### config.mk
export PLATFORM = sky130hd
export DESIGN_NAME = mem_access_stage
export DESIGN_NICKNAME = d
export VERILOG_FILES = /design/src/rtl/mem_access_stage.sv
export SDC_FILE = /design/constraint.sdc
export NUM_CORES = 1
export LEC_CHECK = 0
export BUFFER_PORTS_ARGS = -buffer_cell sky130_fd_sc_hd__buf_2
export CORE_AREA = 2 2 102 104
export CTS_CLUSTER_DIAMETER = 120
export DETAILED_ROUTE_END_ITERATION = 16
export DIE_AREA = 0 0 104 106
export GPL_TIMING_DRIVEN = 0
export PLACE_DENSITY_LB_ADDON = 0.15
export SLEW_MARGIN = 20
export SYNTH_ARGS = -nofsm -noshare
export SYNTH_HDL_FRONTEND = slang
export SYNTH_SLANG_ARGS = --single-unit
### constraint.sdc
create_clock -name clk -period 2.3 [get_ports clk]
set_input_delay 0.115 -clock clk [delete_from_list [all_inputs] [get_ports clk]]
set_output_delay 0.115 -clock clk [all_outputs]
set_load 0.02 [all_outputs]
### src/rtl/mem_access_stage.sv
// Memory stage: turns the execute bundle into a req/gnt/rvalid data access and
// registers the writeback bundle, stalling upstream while an access is in flight.
module mem_access_stage #(
    parameter int REG_WIDTH = 32,
    parameter int REG_COUNT = 32,
    parameter int CTRL_SIZE = 21,
    parameter int REG_BITS  = $clog2(REG_COUNT)
) (
    input  logic                                            clk,
    input  logic                                            rst,
    input  logic [REG_BITS+1+CTRL_SIZE-7+3*REG_WIDTH+1-1:0] exc_mem_reg,
    input  logic                                            in_valid,
    output logic                                            stall,
    output logic                                            dmem_req,
    output logic                                            dmem_we,
    output logic [31:0]                                     dmem_addr,
    output logic [3:0]                                      dmem_be,
    output logic [31:0]                                     dmem_wdata,
    input  logic                                            dmem_gnt,
    input  logic                                            dmem_rvalid,
    input  logic [31:0]                                     dmem_rdata,
    output logic [REG_BITS+REG_WIDTH:0]                     mem_wb_reg,
    output logic                                            mem_wb_valid,
    output logic                                            misaligned
);

    localparam int MCTRL_W = CTRL_SIZE - 7;

    typedef enum logic [1:0] {S_IDLE, S_REQ, S_WAIT} state_t;

    logic [REG_BITS-1:0]  rd;
    logic                 write_en;
    logic [MCTRL_W-1:0]   mctrl;
    logic [REG_WIDTH-1:0] alu_out;
    logic                 alu_zero;
    logic [REG_WIDTH-1:0] store_data;
    logic [REG_WIDTH-1:0] return_pc;

    assign {rd, write_en, mctrl, alu_out, alu_zero, store_data, return_pc} = exc_mem_reg;

    logic       mem_read, mem_write, load_uns, mem_op, misal_op;
    logic [1:0] size, wb_sel, off;

    assign mem_read  = mctrl[13];
    assign mem_write = mctrl[12];
    assign size      = mctrl[11:10];
    assign load_uns  = mctrl[9];
    assign wb_sel    = mctrl[8:7];
    assign off       = alu_out[1:0];
    assign mem_op    = mem_read | mem_write;
    assign misal_op  = mem_op & (((size == 2'b01) & off[0]) | (size[1] & (off != 2'b00)));

    logic unused_fields;
    assign unused_fields = &{1'b0, alu_zero, mctrl[6:0]};

    function automatic logic [3:0] lane_be(input logic [1:0] sz, input logic [1:0] o);
        case (sz)
            2'b00:   lane_be = 4'b0001 << o;
            2'b01:   lane_be = 4'b0011 << o;
            default: lane_be = 4'hF;
        endcase
    endfunction

    function automatic logic [31:0] lane_data(input logic [1:0] sz, input logic [31:0] d);
        case (sz)
            2'b00:   lane_data = {4{d[7:0]}};
            2'b01:   lane_data = {2{d[15:0]}};
            default: lane_data = d;
        endcase
    endfunction

    function automatic logic [31:0] load_extract(input logic [1:0] sz, input logic uns,
                                                 input logic [1:0] o, input logic [31:0] rdat);
        logic [7:0]  b;
        logic [15:0] h;
        b = rdat[8*o +: 8];
        h = rdat[16*o[1] +: 16];
        case (sz)
            2'b00:   load_extract = {{24{b[7] & ~uns}}, b};
            2'b01:   load_extract = {{16{h[15] & ~uns}}, h};
            default: load_extract = rdat;
        endcase
    endfunction

    // Request-side fields follow exc_mem_reg directly; upstream holds it stable while stalled.
    assign dmem_we    = mem_write;
    assign dmem_addr  = {alu_out[31:2], 2'b00};
    assign dmem_be    = lane_be(size, off);
    assign dmem_wdata = lane_data(size, store_data);

    state_t                      state_q, state_d;
    logic [REG_BITS+REG_WIDTH:0] mem_wb_reg_q, mem_wb_reg_d;
    logic                        mem_wb_valid_q, mem_wb_valid_d;
    logic                        misaligned_q, misaligned_d;
    logic                        issue, req_c, stall_c, retire_c;
    logic [REG_WIDTH-1:0]        wb_data;

    always_comb begin
        case (wb_sel)
            2'b01:   wb_data = load_extract(size, load_uns, off, dmem_rdata);
            2'b10:   wb_data = return_pc;
            default: wb_data = alu_out;
        endcase
    end

    assign issue = (state_q == S_REQ) ||
                   ((state_q == S_IDLE) && in_valid && mem_op && !misal_op);

    always_comb begin
        state_d        = state_q;
        mem_wb_reg_d   = mem_wb_reg_q;
        mem_wb_valid_d = 1'b0;
        misaligned_d   = 1'b0;
        req_c          = 1'b0;
        stall_c        = 1'b0;
        retire_c       = 1'b0;
        if (issue) begin
            req_c = 1'b1;
            if (!dmem_gnt) begin
                state_d = S_REQ;
                stall_c = 1'b1;
            end else if (mem_write) begin
                state_d  = S_IDLE;
                retire_c = 1'b1;
            end else begin
                state_d = S_WAIT;
                stall_c = 1'b1;
            end
        end else begin
            case (state_q)
                S_IDLE:  retire_c = in_valid;
                S_WAIT: begin
                    if (dmem_rvalid) begin
                        state_d  = S_IDLE;
                        retire_c = 1'b1;
                    end else begin
                        stall_c = 1'b1;
                    end
                end
                default: state_d = S_IDLE;
            endcase
        end
        if (retire_c) begin
            mem_wb_reg_d   = {rd, write_en & ~misal_op, wb_data};
            mem_wb_valid_d = 1'b1;
            misaligned_d   = misal_op;
        end
    end

    // Reset forces the handshake outputs low without waiting for a clock edge.
    assign dmem_req = req_c & ~rst;
    assign stall    = stall_c & ~rst;

    always_ff @(posedge clk or posedge rst) begin
        if (rst) begin
            state_q        <= S_IDLE;
            mem_wb_reg_q   <= '0;
            mem_wb_valid_q <= 1'b0;
            misaligned_q   <= 1'b0;
        end else begin
            state_q        <= state_d;
            mem_wb_reg_q   <= mem_wb_reg_d;
            mem_wb_valid_q <= mem_wb_valid_d;
            misaligned_q   <= misaligned_d;
        end
    end

    assign mem_wb_reg   = mem_wb_reg_q;
    assign mem_wb_valid = mem_wb_valid_q;
    assign misaligned   = misaligned_q;

endmodule
==> metrics.cfg <==
[clock_tree]
cts_tree = done
numCtsBuffers = 5
insertion_delay_ns = 0.30
post-cts-setup-buffers = 0
cts_buffer_depth = 2
clock-sinks = 42
cts_resized = 0
holdBufCountCts = 2
htreeDepth = 2
clockRootBuffer = clkbuf_8
clk_pin_slew_worst_paths_ns = 0.09

[grt]
grt_usage_pct = 24.6
grt_pass1_wl_mm = 21.4
grt_max_degree = 23
grt-ovfl-total = 0
grt_pass1_vias = 4028
antenna_found_initial = 3

[synth]
yosys.area.top_type = dfrtp_1
synth-main-ff-cell = dfrtp_1
synth_edf_count = 0
synth_seq_area_share_pct = 28.8
ys_ff_latch = 42
synth_top_area_share_pct = 28.8
avgSynthCellArea_um2 = 8.68
async_flop_share_pct = 100
synthTopCellsByArea = dfrtp_1, buf_4, a221oi_1, mux2_2, o31ai_1
syn_inst = 421
synth.distinct_cells = 45
ys_warn_count = 0
netlist_area_um2 = 3650

[floorplanning]
placementRows = 37
die_h_um = 106
die-area_um2 = 11000
die_w_um = 104
ios = 265
coreArea_um2 = 10000
initial_core_util_pct = 36.5

[hold_path]
min_path_type = input pin to flip-flop

[sta]
fin_setup_tns_ns = 0
max_slew.worst_pin.slew_ns = 0.619
relSlewSlack_pct = 58.7
grt_setup_unrepaired = false
slew_viol_final = 0
fmax_ghz = 0.499
hold_violations = 0
fin_skew_ns = 0.00386
finalCriticalPeriod_ns = 2.00
fin_crit_sh_pct = 87.1
setup_violations = 0

[finish]
final_common_cell = buf_2
layout_common_cells = buf_2, nand2_1, buf_4, dfrtp_1, nor2b_1
drive_above_1_share_pct = 51.5
largest_register_ffs = 38
register_area_um2 = 1050
utilization_pct = 52.4
fin_nets = 841
final_cells = 823
final_cell_area_um2 = 5240
fill_cells = 1002
multiInputGateArea_um2 = 2050
area_delta_synth_final_pct = 43.4

[setup_path]
cpMaxStageDelayCell = dfrtp_1
crit_required_ns = 2.49
slowest_delay_ns = 0.39
rrSetupSlack_ns = 0.30
crit_fanout = 10
cp.buffers_inverters = 2
critical_path_arrival_ns = 2.19
cpLargestDelayFamily = compound AO/OA/AOI/OAI gates
crit_top_cell = buf_6
endpoint_kind = flip-flop
worstPathCellList = and2b_1 -> a41oi_1 -> o32a_1 -> buf_6 -> buf_6 -> mux2_4
path_class = flip-flop to flip-flop
startpoint_type = flip-flop

[placement]
place_area_um2 = 5120
gp_congestion = 0.978
dp.cells = 812
io_buffers = 253
hpwl_mm = 11.8

[route]
vias_per_cell = 5.24
drt_iter0_drc = 299
vias = 4311
drc_errors = 0
postRouteAntennaNets = 0
wl_per_cell_um = 17.4
drt-total-wl_mm = 14.3
dr.pass1.iters = 5

[job]
drv_cap = 0

[power_and_ir_drop]
leakage_nw = 2.69
power_mw = 3.09
power_density_nw_per_um2 = 591
ir_drop_mv = 0.219

[outcome]
status = finished, final reports clean

[worst register-to-register path, cell delays in order (launching register included)]
cell and delay [ns]:
dfrtp_1 0.39, and2b_1 0.22, a41oi_1 0.39, o32a_1 0.22, buf_6 0.18, buf_6 0.18
mux2_4 0.31
[logic make-up (layout without fill, tap and decap cells)]
logic type                 Yosys count  after routing  synth area share (%)
DFF                                 42             42                  28.8
adders and majority gates            2              2                 0.685
other                                1              3                 0.103
muxes                               36             36                  11.2
buffers and inverters               90            354                  15.1
and+or+nand+nor                    118            118                  16.6
AOI/OAI and AO/OA                  132            132                  27.5
[Yosys cell counts, types with 7 or more instances]
library cell   n
o31ai_1       26
mux2_2        21
mux2i_1       12
a221oi_1      29
buf_2         10
a21oi_1       11
nor2b_1       30
nand2_1       50
inv_1         13
nand2b_1      18
clkbuf_1      18
nor2_1         7
dfrtp_1       42
buf_4         42
o21ai_0       21
[final cells by class]
class | count | share of cell area [%]
clock inverters | 2 | 0.239
flip-flops and latches | 42 | 20.1
well taps | 136 | 3.25
diodes | 1 | 0.0478
multi-input cells | 290 | 39.2
plain buffers | 77 | 9.63
repair buffers | 256 | 25.1
clock buffers | 6 | 1.58
inverters | 13 | 0.932
[stage by stage]
step           hold WS, ns  setup slack [ns]
2_1_floorplan        0.181             0.565
3_3_place_gp         0.308             0.357
3_5_place_dp         0.215             0.357
4_1_cts             0.0400             0.350
5_1_grt             0.0503             0.260
6_report            0.0468             0.296
[path summary, 6_finish.rpt]
kind / from / to / cells after the start
min reg2reg: mem_wb_reg[19] / mem_wb_reg[19] / 2
min in group asynchronous: rst / state_q[1] / 3
max: state_q[1] / mem_wb_reg[33] / 6
min: exc_mem_reg[116] / mem_wb_reg[37] / 2
max in group asynchronous: rst / mem_wb_reg[26] / 4
max reg2reg: state_q[1] / mem_wb_reg[33] / 6
[power breakdown]
| part | internal [mW] | switching (mW) | total [mW] |
|---|---|---|---|
| Combinational | 0.627 | 0.921 | 1.55 |
| Sequential | 0.929 | 0.0962 | 1.02 |
| Clock | 0.242 | 0.278 | 0.520 |
[routing by layer]
layer	GRT usage, %	routed length [um]	vias to the layer above
met5	0	24	-
met4	4.63	180	4
met3	5.46	1100	17
met2	46.6	7470	229
met1	28.4	5550	2026
li1	-	-	2035
Note: power is estimated with default switching activity, not from simulation.
